<file path="config.mk">
export PLATFORM = sky130hd
export DESIGN_NAME = rle_engine_flat
export DESIGN_NICKNAME = d
export VERILOG_FILES = /design/src/rtl/rle_engine_if.sv /design/src/rtl/rle_engine.sv /design/src/flat_wrapper.sv
export SDC_FILE = /design/constraint.sdc
export NUM_CORES = 1
export LEC_CHECK = 0
export CAP_MARGIN = 10
export CORE_MARGIN = 3
export CORE_UTILIZATION = 50
export DETAILED_ROUTE_END_ITERATION = 8
export PLACE_DENSITY = 0.8
export SETUP_SLACK_MARGIN = 0.15
export SKIP_CTS_REPAIR_TIMING = 1
export SLEW_MARGIN = 40
export SYNTH_ARGS = -nofsm -noshare
export SYNTH_HDL_FRONTEND = slang
export SYNTH_SLANG_ARGS = --single-unit
export TNS_END_PERCENT = 50
</file>
<file path="constraint.sdc">
create_clock -name clk -period 3.3 [get_ports clk]
set_input_delay 0.66 -clock clk [delete_from_list [all_inputs] [get_ports clk]]
set_output_delay 0.66 -clock clk [all_outputs]
set_load 0.02 [all_outputs]
</file>
<file path="src/rtl/rle_engine_if.sv">
// rle_engine_if: SRAM port A bundle shared by the RLE engine and the dual-port SRAM.
// The engine drives address, write data, write enable and the port clock.
// The SRAM returns read data one cycle after a read address is presented.
interface rle_engine_if #(
    parameter int ADDR_W = 16
);
    logic              port_A_clk;
    logic [ADDR_W-1:0] port_A_addr;
    logic [31:0]       port_A_data_in;
    logic [31:0]       port_A_data_out;
    logic              port_A_we;

    modport master (
        output port_A_clk,
        output port_A_addr,
        output port_A_data_in,
        output port_A_we,
        input  port_A_data_out
    );

    modport slave (
        input  port_A_clk,
        input  port_A_addr,
        input  port_A_data_in,
        input  port_A_we,
        output port_A_data_out
    );
endinterface

</file>
<file path="src/rtl/rle_engine.sv">
// rle_engine: run-length encoder working out of SRAM port A.
// Reads a plaintext frame one 32-bit word at a time, scans one symbol per
// cycle, and writes {count, symbol} pairs packed little-endian into 32-bit
// words at rle_addr.
// Optional feature macro: RLE_ABORT_EN adds the abort input and the aborted
// status output.
//
// state     | meaning
// ----------+------------------------------------------------------------
// S_IDLE    | waiting for start
// S_RD_REQ  | read address on port A for one cycle
// S_RD_WAIT | read data returns and is captured at the end of the cycle
// S_SCAN    | one symbol per cycle through the captured word
// S_WR      | one-cycle write of the packed output word
// S_FLUSH   | close the open run at the end of the frame
// S_DONE    | frame complete, done high, start relaunches
module rle_engine #(
    parameter int SYMBOL_W = 8,
    parameter int COUNT_W  = 8,
    parameter int ADDR_W   = 16
) (
    input  logic        clk,
    input  logic        reset,
    input  logic        start,
    input  logic [31:0] message_addr,
    input  logic [31:0] message_size,
    input  logic [31:0] rle_addr,
    output logic [31:0] rle_size,
    output logic        done,
`ifdef RLE_ABORT_EN
    input  logic        abort,
    output logic        aborted,
`endif
    rle_engine_if.master port_a
);

    localparam int PAIR_W         = SYMBOL_W + COUNT_W;
    localparam int SYMS_PER_WORD  = 32 / SYMBOL_W;
    localparam int PAIRS_PER_WORD = 32 / PAIR_W;
    localparam int SYM_BYTES      = SYMBOL_W / 8;
    localparam int PAIR_BYTES     = PAIR_W / 8;
    localparam logic [COUNT_W-1:0] COUNT_MAX = {COUNT_W{1'b1}};

    // Only 8/16-bit symbols and counts whose pair fills half or all of a word.
    generate
        if (!((SYMBOL_W == 8 || SYMBOL_W == 16) &&
              (COUNT_W == 8 || COUNT_W == 16) &&
              (PAIR_W == 16 || PAIR_W == 32))) begin : g_bad_widths
            $error("rle_engine: SYMBOL_W + COUNT_W must be 16 or 32 with 8/16-bit fields");
        end
        if (ADDR_W < 3 || ADDR_W > 32) begin : g_bad_addr
            $error("rle_engine: ADDR_W must lie in 3..32");
        end
    endgenerate

    typedef enum logic [2:0] {
        S_IDLE,
        S_RD_REQ,
        S_RD_WAIT,
        S_SCAN,
        S_WR,
        S_FLUSH,
        S_DONE
    } state_t;

    state_t              state;
    state_t              state_nx;
    state_t              pend_state;
    state_t              after_scan;
    state_t              launch_state;

    logic [ADDR_W-1:0]   rd_addr;
    logic [ADDR_W-1:0]   wr_addr;
    logic [ADDR_W-1:0]   msg_base;
    logic [ADDR_W-1:0]   rle_base;
    logic [31:0]         bytes_left;
    logic [31:0]         in_word;
    logic [31:0]         sym_word;
    logic [1:0]          sym_idx;
    logic                run_valid;
    logic [SYMBOL_W-1:0] run_sym;
    logic [COUNT_W-1:0]  run_cnt;
    logic [SYMBOL_W-1:0] cur_sym;
    logic [31:0]         out_word;
    logic [31:0]         pair_word;
    logic [1:0]          slot_cnt;
    logic                frame_end;
    logic                word_last;
    logic                scan_emit;
    logic                emit;
    logic                word_full;
    logic                abort_hit;
    logic                unused_addr_bits;

    // Byte addresses are word aligned and taken modulo 2^ADDR_W; upper bits are dropped.
    assign msg_base         = {message_addr[ADDR_W-1:2], 2'b00};
    assign rle_base         = {rle_addr[ADDR_W-1:2], 2'b00};
    assign unused_addr_bits = ^{message_addr, rle_addr};

    assign port_a.port_A_clk = clk;

`ifdef RLE_ABORT_EN
    assign abort_hit = abort && (state != S_IDLE) && (state != S_DONE);
`else
    assign abort_hit = 1'b0;
`endif

    // Symbol selection, run comparison and pair placement for the current cycle.
    always_comb begin
        sym_word     = in_word >> (32'(sym_idx) * 32'(SYMBOL_W));
        cur_sym      = sym_word[SYMBOL_W-1:0];
        frame_end    = (bytes_left <= 32'(SYM_BYTES));
        word_last    = (sym_idx == 2'(SYMS_PER_WORD - 1));
        // A new symbol or a saturated counter closes the current run.
        scan_emit    = run_valid && ((cur_sym != run_sym) || (run_cnt == COUNT_MAX));
        emit         = ((state == S_SCAN) && scan_emit) || ((state == S_FLUSH) && run_valid);
        word_full    = emit && (slot_cnt == 2'(PAIRS_PER_WORD - 1));
        pair_word    = 32'({run_cnt, run_sym}) << (32'(slot_cnt) * 32'(PAIR_W));
        launch_state = (message_size == 32'd0) ? S_FLUSH : S_RD_REQ;
        if (frame_end) begin
            after_scan = S_FLUSH;
        end else if (word_last) begin
            after_scan = S_RD_REQ;
        end else begin
            after_scan = S_SCAN;
        end
    end

    // State register.
    always_ff @(posedge clk) begin
        if (reset) begin
            state <= S_IDLE;
        end else begin
            state <= state_nx;
        end
    end

    // Next-state decode; a write always preempts the state the scan would go to next.
    always_comb begin
        state_nx = state;
        case (state)
            S_IDLE:    if (start) state_nx = launch_state;
            S_RD_REQ:  state_nx = S_RD_WAIT;
            S_RD_WAIT: state_nx = S_SCAN;
            S_SCAN:    state_nx = word_full ? S_WR : after_scan;
            S_WR:      state_nx = pend_state;
            S_FLUSH:   state_nx = (run_valid || (slot_cnt != 2'd0)) ? S_WR : S_DONE;
            S_DONE:    if (start) state_nx = launch_state;
            default:   state_nx = S_IDLE;
        endcase
        if (abort_hit) begin
            state_nx = S_DONE;
        end
    end

    // Port A and status outputs decoded from the state; everything idles at zero.
    always_comb begin
        port_a.port_A_we      = 1'b0;
        port_a.port_A_addr    = '0;
        port_a.port_A_data_in = 32'd0;
        done                  = 1'b0;
        case (state)
            S_RD_REQ: port_a.port_A_addr = rd_addr;
            S_WR: begin
                port_a.port_A_we      = 1'b1;
                port_a.port_A_addr    = wr_addr;
                port_a.port_A_data_in = out_word;
            end
            S_DONE:   done = 1'b1;
            default: ;
        endcase
    end

    // Datapath: address counters, run tracking, output packing and size accounting.
    always_ff @(posedge clk) begin
        if (reset) begin
            pend_state <= S_IDLE;
            rd_addr    <= '0;
            wr_addr    <= '0;
            bytes_left <= 32'd0;
            in_word    <= 32'd0;
            sym_idx    <= 2'd0;
            run_valid  <= 1'b0;
            run_sym    <= '0;
            run_cnt    <= '0;
            out_word   <= 32'd0;
            slot_cnt   <= 2'd0;
            rle_size   <= 32'd0;
        end else begin
            case (state)
                S_IDLE, S_DONE: begin
                    if (start) begin
                        rd_addr    <= msg_base;
                        wr_addr    <= rle_base;
                        bytes_left <= message_size;
                        run_valid  <= 1'b0;
                        out_word   <= 32'd0;
                        slot_cnt   <= 2'd0;
                        rle_size   <= 32'd0;
                    end
                end
                S_RD_REQ: begin
                    rd_addr <= rd_addr + ADDR_W'(4);
                end
                S_RD_WAIT: begin
                    in_word <= port_a.port_A_data_out;
                    sym_idx <= 2'd0;
                end
                S_SCAN: begin
                    bytes_left <= bytes_left - 32'(SYM_BYTES);
                    sym_idx    <= sym_idx + 2'd1;
                    pend_state <= after_scan;
                    if (!run_valid || scan_emit) begin
                        run_valid <= 1'b1;
                        run_sym   <= cur_sym;
                        run_cnt   <= COUNT_W'(1);
                    end else begin
                        run_cnt <= run_cnt + COUNT_W'(1);
                    end
                end
                S_FLUSH: begin
                    pend_state <= S_DONE;
                    run_valid  <= 1'b0;
                end
                S_WR: begin
                    // Size only counts pairs that actually reach memory.
                    rle_size <= rle_size + 32'(32'(slot_cnt) * 32'(PAIR_BYTES));
                    wr_addr  <= wr_addr + ADDR_W'(4);
                    out_word <= 32'd0;
                    slot_cnt <= 2'd0;
                end
                default: ;
            endcase
            if (emit) begin
                out_word <= out_word | pair_word;
                slot_cnt <= slot_cnt + 2'd1;
            end
        end
    end

`ifdef RLE_ABORT_EN
    // Abort flag: set when a frame is cut short, cleared on the next launch.
    always_ff @(posedge clk) begin
        if (reset) begin
            aborted <= 1'b0;
        end else if (abort_hit) begin
            aborted <= 1'b1;
        end else if (((state == S_IDLE) || (state == S_DONE)) && start) begin
            aborted <= 1'b0;
        end
    end
`endif

endmodule

</file>
<file path="src/flat_wrapper.sv">
// flat-port wrapper written by rule: the top's interface ports become plain ports
module rle_engine_flat 
#(
    parameter int SYMBOL_W = 8,
    parameter int COUNT_W  = 8,
    parameter int ADDR_W   = 16
)
  (clk, reset, start, message_addr, message_size, rle_addr, rle_size, done, port_a_port_A_clk, port_a_port_A_addr, port_a_port_A_data_in, port_a_port_A_we, port_a_port_A_data_out);
  rle_engine_if #(.ADDR_W(ADDR_W)) port_a_i ();
  input  logic clk;
  input  logic reset;
  input  logic start;
  input  logic [31:0] message_addr;
  input  logic [31:0] message_size;
  input  logic [31:0] rle_addr;
  output logic [31:0] rle_size;
  output logic done;
  output wire logic [$bits(port_a_i.port_A_clk)-1:0] port_a_port_A_clk;
  output wire logic [$bits(port_a_i.port_A_addr)-1:0] port_a_port_A_addr;
  output wire logic [$bits(port_a_i.port_A_data_in)-1:0] port_a_port_A_data_in;
  output wire logic [$bits(port_a_i.port_A_we)-1:0] port_a_port_A_we;
  input wire logic [$bits(port_a_i.port_A_data_out)-1:0] port_a_port_A_data_out;
  assign port_a_port_A_clk = port_a_i.port_A_clk;
  assign port_a_port_A_addr = port_a_i.port_A_addr;
  assign port_a_port_A_data_in = port_a_i.port_A_data_in;
  assign port_a_port_A_we = port_a_i.port_A_we;
  assign port_a_i.port_A_data_out = port_a_port_A_data_out;
  rle_engine #(.SYMBOL_W(SYMBOL_W), .COUNT_W(COUNT_W), .ADDR_W(ADDR_W)) u_core (.clk(clk), .reset(reset), .start(start), .message_addr(message_addr), .message_size(message_size), .rle_addr(rle_addr), .rle_size(rle_size), .done(done), .port_a(port_a_i));
endmodule
</file>
### Word-level counts from Yosys, hierarchy flattened

Cells that the tools add are included.
Widths: inputs -> output; s select.

| word-level totals | value |
|---|---|
| register bits after elaboration | 187 |
| memory bits (read-only) | 0 |
| word-level logic and storage cells | 93 |
| bits in latches | 0 |
| memories kept | 0 |
| RAM bits | 0 |

| cells by class | value |
|---|---|
| muxes and demuxes | 30 |
| add/subtract/negate cells | 7 |
| eq/ne operators | 13 |
| magnitude comparators | 1 |
| reductions and logical operators | 26 |
| bitwise logic cells | 1 |
| divide/modulo/power cells | 0 |
| multiply operators | 0 |
| shift-type cells | 2 |

Operator list:

| operator | number |
|---|---|
| $pmux 32 s2 | 3 |
| $mux 32 | 4 |
| $pmux 16 s2 | 3 |
| $add 16x3->16 const B | 2 |
| $add 32x3->32 | 1 |
| $le 32x1->1 const B | 1 |
| $logic_not 32->1 | 1 |
| $mux 16 | 2 |
| $or 32x32->32 | 1 |
| $shl 16x6->32 | 1 |
| $shr 32x5->8 | 1 |
| $sub 32x1->32 const B | 1 |
| $pmux 3 s6 | 1 |
| $mux 3 | 4 |
| $reduce_bool 2->1 | 6 |
| $reduce_and 2->1 | 5 |
| $eq 3x3->1 const B | 3 |
| $add 8x1->8 const B | 1 |
| $eq 8x8->1 const B | 1 |
| $mux 2 | 4 |
| $mux 8 | 1 |
| $ne 8x8->1 | 1 |
| $pmux 2 s2 | 2 |
| $eq 3x2->1 const B | 2 |
| 17 further kinds | 28 |

### Depth between registers and ports, before layout

Gate-level depths: netlist of the first run.

| depth | value |
|---|---|
| word-level depth | 9 |
| gate-level depth with buffers | 9 |
| depth with buffers taken out | 8 |

==> impl_metrics.csv, run 1 <==
group,metric,value,unit
run_status,status,"finished, final reports clean",
worst_setup_path,path_cells,"or3b_2, inv_2, buf_12, nand2_1, nand2_1, clkdlybuf4s50_1",
sta,layout_setup_ws,156,ps
global_routing,met1_usage,0.328,
worst_setup_path,worstPathRequired,2640,ps
yosys,synth.distinct_cells,68,
detailed_routing,drc_errors,0,
detailed_routing,wirelength,24500,um
power,p_leak,0.00447,uW
yosys,yosys_most_used_dff,"dfxtp_1",
sta,hold_ws,453,ps
yosys,synth-seq-cells,182,
layout,fillers,1440,
yosys,yosys-top-cells-area,"dfxtp_1 (40%), nand2_1 (6.7%), a21oi_1 (6.2%)",
sta,slew_headroom,0.501,
cts,clk_pin_slew,70,ps
die,die_area,0.0197,mm^2
sta,finClkSkew,8.58,ps
die,core_area,0.0175,mm^2
sta,worstMarginPinSlew,748,ps
worst_setup_path,slowest_delay,610,ps
global_routing,grt_pass1_vias,8098,
sta,drv_slew,0,
layout,drive_gt1_frac,0.0754,
detailed_routing,via_per_inst,5.95,
global_routing,grt_max_degree,65,
yosys,synth_cells,1105,
yosys,synth_top_area_cell,"dfxtp_1",
layout,diodes,0,
detailed_routing,vias,8832,
yosys,synthArstFlopShare,0,
layout,layout_common_cells,"dfxtp_1 (182), nand2_1 (160), clkdlybuf4s50_1 (151), a21oi_1 (112), nor2_1 (97)",
sta,clock.fmax,0.318,GHz
global_routing,track_usage,0.243,
flow_run,cap_violations,0,
place,dpl_worst_slack,359,ps
global_routing,grt.busiest_layer,"met2",
layout,layout.nets,1390,
yosys,seq_area_frac_synth,0.405,
detailed_routing,post_drt_wl_per_cell,16.5,um
power,ir_worst_vdd,620,uV
worst_setup_path,critPathLaunchType,"register",
place,placed_cell_area,0.0109,mm^2
place,dp_hpwl,16500,um
sta,timing.final.crit_share,0.953,
die,die_x,140,um
power,power_density,639,mW/mm^2
sta,rsz0062_at_grt,"yes",
yosys,syn_area,0.00900,mm^2
layout,stdcell_area,0.0116,mm^2
worst_setup_path,crit_type,"reg -> out",
worst_setup_path,critical_path_arrival,2480,ps
global_routing,grt_use_met3,0.0512,
worst_setup_path,slowest_stage,"clkdlybuf4s50_1",
global_routing,grtUsageMet2,0.389,
detailed_routing,ant_nets,0,
die,placementRows,48,
detailed_routing,drtPass1Iterations,5,
yosys,synth_edf_count,0,
worst_setup_path,cp_max_fo,30,
cts,insertion_delay,540,ps
global_routing,grt_pass1_wl,39600,um
die,start_util,0.515,
worst_setup_path,cp_common_cell,"nand2_1",
place,place_congestion,0.856,
worst_hold_path,hold_class,"reg -> reg",
detailed_routing,dr.first_iter.drc_count,841,
die,num_io_pins,214,
layout,final_common_cell,"dfxtp_1",
sta,min_period,3140,ps
global_routing,grt_overflow,0,
yosys,yosysWarnings,0,
layout,syn2layout_area_growth,29.3,%
place,portBuffers,174,
yosys,syn-mean-instance-area,8.15,um^2
sta,finalHoldViolCount,0,
die,die_h,140,um
sta,finalSetupViolCount,0,
sta,fin_setup_tns,0,ps
yosys,synth.top_cell.area_share,0.405,
global_routing,antenna_found_initial,0,
cts,cts_tree,"yes",
worst_setup_path,crit_path_end_kind,"output port",
## worst max-delay path: cells and delay by family (launching register included)
family                 cells  cell delay, ps
DFF                        1             310
and+or+nand+nor            3             720
buffers and inverters      3             920
## metrics by stage
step	util	std cells	power, uW
detailed placement	0.624	1450	5240
finish	0.666	1485	7440
floorplan	-	1107	4480
CTS	0.661	1484	7420
global route	0.666	1485	7880
global placement	0.624	1450	5190
## layer usage
layer	routed length, um	share of wire
met1	10900	0.45
met2	11500	0.47
met3	1580	0.064
met4	431	0.018
met5	0	0
## registers in the layout, summed over array words and instances, names as in the netlist, 2 cells and up
signal	count
u_core.slot_cnt	2
u_core.sym_idx	2
u_core.wr_addr	14
u_core.run_sym	8
u_core.pend_state	3
u_core.rle_size	31
u_core.bytes_left	32
u_core.state	3
u_core.out_word	32
u_core.run_cnt	8
u_core.in_word	32
u_core.rd_addr	14
## logic make-up (layout without fill, tap and decap cells)
kind of cell	count (synthesis)	count (layout)	synth area share
and+or+nand+nor	480	480	0.261
AOI/OAI and AO/OA	297	297	0.215
DFF	182	182	0.405
buffers and inverters	91	244	0.0416
muxes	25	25	0.0435
xor gates and xnor gates	18	18	0.0175
adders and majority gates	11	11	0.0161
other	1	3	0.000416
## cell type report
cell class,instances,area [um^2],area share
clock buffers,24,532,0.0457
clock inverters,11,125,0.0108
inverters,12,45.0,0.00387
multi-input cells,834,5010,0.431
flip-flops and latches,182,3640,0.313
well taps,225,282,0.0242
repair buffers,197,2000,0.172
## worst paths after layout
| kind | cells after the start | slack, ps | from | endpoint |
|---|---|---|---|---|
| setup / recovery | 6 | 160 | u_core.state[0] | port_a_port_A_addr[11] |
| hold / removal | 2 | 450 | u_core.in_word[3] | u_core.in_word[3] |
| setup reg to reg | 6 | 340 | u_core.sym_idx[0] | u_core.out_word[14] |
| hold reg to reg | 2 | 450 | u_core.in_word[3] | u_core.in_word[3] |
## power breakdown
group	switching (uW)	internal, uW
clock	909	1310
sequential	301	2500
combinational	1520	900
## synthesized netlist by cell type, drive strengths merged (4+ instances only)
cell / count
nor4: 23
nor3b: 5
o211ai: 7
nor2b: 6
buf: 10
nand2b: 4
dfxtp: 182
o21ai: 48
nand3: 46
a222oi: 6
a221oi: 8
xor2: 9
a22o: 44
o21bai: 5
or2: 4
a22oi: 8
or3: 6
nor2: 98
and4: 9
nand4: 17
inv: 12
mux2: 15
and3: 11
mux4: 8
or4: 11
nor3: 34
o31ai: 4
ha: 10
a311oi: 5
a211oi: 5
and2: 37
clkbuf: 69
a31oi: 19
a21oi: 113
nand2: 160
xnor2: 9
Power figures use the tool's default switching activity.
==> run 2, diff against run 1 <==
GPL_TIMING_DRIVEN = 0   (was not set)
TNS_END_PERCENT = 5   (was 50)
==> run 2 against run 1 <==
Against the previous run:
- setup slack better by 11 ps
- design area is 0.71% lower
- register-to-register slack worse by 110 ps
- utilization is 0.47 points lower
- critical endpoint is now port_a_port_A_addr[6]
- largest cell class unchanged
- largest power group unchanged
- first-iteration DRC count is 22% higher
- count of clock-buffer cells in the layout stayed put
- die area stayed put
- routed wire length is 20% higher
- sequential share of layout area is 0.22 points higher
- critical path depth is 2 higher
- flip-flop and latch count stayed put
- hold slack better by 0.99 ps
==> impl_metrics.csv, run 2 (synthesized netlist as in run 1, its figures left out) <==
group,metric,value,unit
worst_setup_path,crit_start,"u_core.state[2]",
sta,clock.fmax,0.319,GHz
sta,worstMarginPinSlew,887,ps
global_routing,grt_overflow,0,
die,start_util,0.515,
die,core_area,0.0175,mm^2
detailed_routing,drc_errors,0,
global_routing,grt_pass1_vias,8690,
detailed_routing,ant_nets,0,
sta,finalHoldViolCount,0,
detailed_routing,dr.first_iter.drc_count,1028,
worst_setup_path,worstPathRequired,2640,ps
place,portBuffers,174,
global_routing,track_usage,0.286,
layout,drive_gt1_frac,0.100,
sta,slew_headroom,0.409,
worst_setup_path,critical_path_arrival,2470,ps
place,dp_hpwl,20800,um
layout,instances_no_fill,1541,
power,power_density,665,mW/mm^2
worst_setup_path,slowest_stage,"dfxtp_1",
layout,multiInputGateArea,0.00501,mm^2
cts,clk_pin_slew,70,ps
layout,fillers,1471,
die,die_h,140,um
detailed_routing,vias,9510,
worst_setup_path,r2r_slack,230,ps
cts,insertion_delay,550,ps
worst_setup_path,timing.rr.start,"u_core.state[2]",
layout,diodes,0,
worst_setup_path,critPathLaunchType,"register",
layout,layout.nets,1445,
die,num_io_pins,214,
layout,layout_common_cells,"dfxtp_1 (182), nand2_1 (160), clkdlybuf4s50_1 (126), a21oi_1 (112), nor2_1 (97)",
sta,min_period,3130,ps
die,placementRows,48,
worst_hold_path,hold_class,"reg -> reg",
place,dpl_worst_slack,-536,ps
run_status,status,"finished, final reports clean",
die,die_x,140,um
sta,hold_ws,454,ps
worst_setup_path,crit_type,"reg -> out",
detailed_routing,wirelength,29300,um
worst_setup_path,cp_max_fo,10,
power,p_leak,0.00424,uW
cts,cts_tree,"yes",
layout,syn2layout_area_growth,28.3,%
layout,final_common_cell,"dfxtp_1",
sta,layout_setup_ws,167,ps
global_routing,grt_pass1_wl,45200,um
detailed_routing,post_drt_wl_per_cell,19.0,um
global_routing,antenna_found_initial,0,
layout,seq_area,0.00364,mm^2
sta,finClkSkew,9.29,ps
power,p_total,7690,uW
global_routing,grt_max_degree,17,
sta,drv_slew,0,
place,place_congestion,0.928,
worst_setup_path,slowest_delay,320,ps
flow_run,cap_violations,0,
sta,finalSetupViolCount,0,
worst_setup_path,path_cells,"clkbuf_1, nand2b_1, nor2_4, clkbuf_4, clkbuf_2, nand2_1, o21ai_0, clkbuf_2",
detailed_routing,via_per_inst,6.17,
worst_setup_path,crit_path_end_kind,"output port",
power,ir_worst_vdd,667,uV
detailed_routing,drtPass1Iterations,5,
sta,rsz0062_at_grt,"yes",
worst_setup_path,cp_common_cell,"clkbuf_2",
sta,fin_setup_tns,0,ps
die,die_area,0.0197,mm^2
worst_hold_path,holdCritStartpoint,"u_core.in_word[24]",
layout,reg_top3,"u_core.bytes_left (32), u_core.in_word (32), u_core.out_word (32)",
place,dpl.cell_count,1506,
sta,timing.final.crit_share,0.949,
==> run 2: cell type report <==
class | count | share of cell area
clock buffer | 24 | 0.0480
inverter | 12 | 0.00411
multi-input combinational | 834 | 0.433
buffer | 79 | 0.0326
clock inverter | 12 | 0.0103
tap | 225 | 0.0244
timing repair buffer | 173 | 0.132
sequential | 182 | 0.315
==> run 2: critical path, delay by kind of cell (launching register included) <==
kind                   cells  cell delay [ps]
buffers and inverters      4              930
AND/OR/NAND/NOR            3              550
flip-flops                 1              320
AO/OA/AOI/OAI              1              130
==> run 2: path summary, 6_finish.rpt <==
path                      endpoint  depth (start not counted)
max          port_a_port_A_addr[6]                          8
min             u_core.in_word[24]                          2
max reg2reg      u_core.run_sym[3]                          8
min reg2reg     u_core.in_word[24]                          2
==> run 2: per-stage QoR <==
| stage | area, um^2 | util |
|---|---|---|
| after detailed placement | 11000 | 0.632 |
| after global placement | 11000 | 0.631 |
| final | 11600 | 0.661 |
| after global routing | 11600 | 0.661 |
| after floorplan | 9010 | - |
| after CTS | 11700 | 0.670 |
==> run 2: power by group <==
group	internal, uW	total (uW)	switching [uW]
clock network	1300	2260	962
registers	2490	2800	302
logic	875	2630	1760
==> run 2: routing by layer <==
layer / track usage / vias to the layer above / part of all wire
met5: 0 / - / 0
li1: - / 4431 / -
met1: 0.384 / 4456 / 0.43
met2: 0.448 / 546 / 0.46
met4: 0.102 / 0 / 0.026
met3: 0.0720 / 77 / 0.090
==> run 3, diff against run 2 <==
CAP_MARGIN = 20   (was 10)
GPL_TIMING_DRIVEN = not set   (was 0)
==> run 3 against run 2 <==
Against the previous run:
- die area did not move
- design area barely moved
- global-route usage fell by 4.3 points
- non-clock buffer count fell by 56
- register-to-register slack improved by 90 ps
- first-iteration DRC count fell by 24%
- final cell count fell by 3.7%
- largest power group unchanged
- highest routed layer unchanged
==> impl_metrics.csv, run 3 (synthesized netlist as in run 1, its figures left out) <==
group,metric,value,unit
sta,min_period,3180,ps
sta,fin_setup_tns,0,ps
worst_hold_path,holdCritStartpoint,"u_core.in_word[3]",
worst_setup_path,crit_path_end_kind,"output port",
sta,finalHoldViolCount,0,
layout,layout.nets,1389,
detailed_routing,drtPass1Iterations,5,
layout,seq_area,0.00364,mm^2
worst_setup_path,r2r-end,"u_core.out_word[14]",
die,core_area,0.0175,mm^2
die,die_area,0.0197,mm^2
global_routing,grt_max_degree,65,
sta,finClkSkew,10.0,ps
layout,stdcell_area,0.0116,mm^2
worst_hold_path,hold_end,"u_core.in_word[3]",
worst_setup_path,reg2regPathDepth,6,
sta,clock.fmax,0.315,GHz
worst_setup_path,r2r_slack,320,ps
sta,timing.final.crit_share,0.963,
worst_hold_path,hold_class,"reg -> reg",
detailed_routing,via_per_inst,5.91,
worst_setup_path,critical_path_arrival,2520,ps
power,p_int,4690,uW
flow_run,cap_violations,0,
power,p_seq_frac,0.377,
place,place_congestion,0.856,
global_routing,antenna_found_initial,0,
sta,slew_headroom,0.498,
detailed_routing,drc_errors,0,
layout,multiInputGateArea,0.00501,mm^2
sta,hold_ws,453,ps
global_routing,grt_pass1_wl,39600,um
power,clockPowerShare,0.299,
sta,finalSetupViolCount,0,
place,portBuffers,174,
die,placementRows,48,
detailed_routing,wirelength,24200,um
sta,worstMarginPinSlew,752,ps
detailed_routing,ant_nets,0,
worst_setup_path,crit_type,"reg -> out",
run_status,status,"finished, final reports clean",
layout,drive_gt1_frac,0.0739,
die,start_util,0.515,
place,dp_hpwl,16500,um
cts,clk_pin_slew,70,ps
die,die_h,140,um
worst_setup_path,cp_max_fo,59,
detailed_routing,vias,8768,
power,ir_worst_vdd,620,uV
layout,fillers,1448,
sta,rsz0062_at_grt,"yes",
cts,cts_tree,"yes",
global_routing,grt_overflow,0,
layout,final_common_cell,"dfxtp_1",
die,num_io_pins,214,
layout,layout_common_cells,"dfxtp_1 (182), clkdlybuf4s50_1 (171), nand2_1 (160), a21oi_1 (112), nor2_1 (97)",
power,swShare,0.367,
worst_setup_path,worstPathRequired,2640,ps
power,power_density,642,mW/mm^2
worst_setup_path,timing.rr.start,"u_core.sym_idx[0]",
power,p_leak,0.00409,uW
detailed_routing,dr.first_iter.drc_count,779,
layout,reg_top3,"u_core.bytes_left (32), u_core.in_word (32), u_core.out_word (32)",
detailed_routing,post_drt_wl_per_cell,16.3,um
global_routing,track_usage,0.243,
power,power_frac_comb,0.324,
layout,diodes,0,
power,p_switching,2730,uW
die,die_x,140,um
sta,drv_slew,0,
global_routing,grt_pass1_vias,8098,
worst_setup_path,critPathLaunchType,"register",
place,placed_cell_area,0.0109,mm^2
layout,syn2layout_area_growth,28.4,%
cts,insertion_delay,540,ps
worst_hold_path,hold_path_depth,2,
run 3: per-stage QoR:
step / setup WS, ps / util / std cells / total power (uW)
3_3_place_gp: 403 / 0.624 / 1450 / 5190
4_1_cts: 114 / 0.661 / 1484 / 7420
2_1_floorplan: 565 / - / 1107 / 4480
5_1_grt: 12.0 / 0.661 / 1484 / 7860
6_report: 122 / 0.661 / 1484 / 7420
3_5_place_dp: 359 / 0.624 / 1450 / 5240
run 3: worst max-delay path, stage by stage, from the launching register on:
cell and delay [ps]:
dfxtp_1 310, or3b_2 480, inv_1 110, buf_12 240
nand2_1 140, nand2_1 100, clkdlybuf4s50_1 600
run 3: power by group through the flow:
stage	combinational [uW]	clock (uW)	sequential [uW]
finish	2410	2220	2800
detailed placement	2370	40.7	2830
CTS	2390	2250	2780
global placement	2330	40.7	2810
floorplan	1710	35.4	2740
global route	2670	2350	2840
run 3: worst max path at each step:
stage                      startpoint                        end  cells past startpoint
floorplan             u_core.state[0]  port_a_port_A_data_in[22]                      7
global placement    u_core.sym_idx[0]        u_core.out_word[13]                      6
detailed placement  u_core.sym_idx[0]        u_core.out_word[12]                      6
CTS                   u_core.state[0]     port_a_port_A_addr[11]                      6
global route          u_core.state[2]     port_a_port_A_addr[11]                      6
finish                u_core.state[0]     port_a_port_A_addr[11]                      6
run 3: metal layers:
layer	global-route usage	share of wire	vias to the layer above
met5	0	0	-
met4	0.0816	0.017	0
met3	0.0512	0.062	30
met2	0.389	0.47	292
met1	0.328	0.45	4134
li1	-	-	4312
run 3: final cells by class:
| type | instances | share of cell area |
|---|---|---|
| Clock inverter | 11 | 0.0108 |
| Clock buffer | 24 | 0.0460 |
| Timing Repair Buffer | 196 | 0.166 |
| Sequential cell | 182 | 0.315 |
| Multi-Input combinational cell | 834 | 0.434 |
| Tap cell | 225 | 0.0244 |
| Inverter | 12 | 0.00390 |
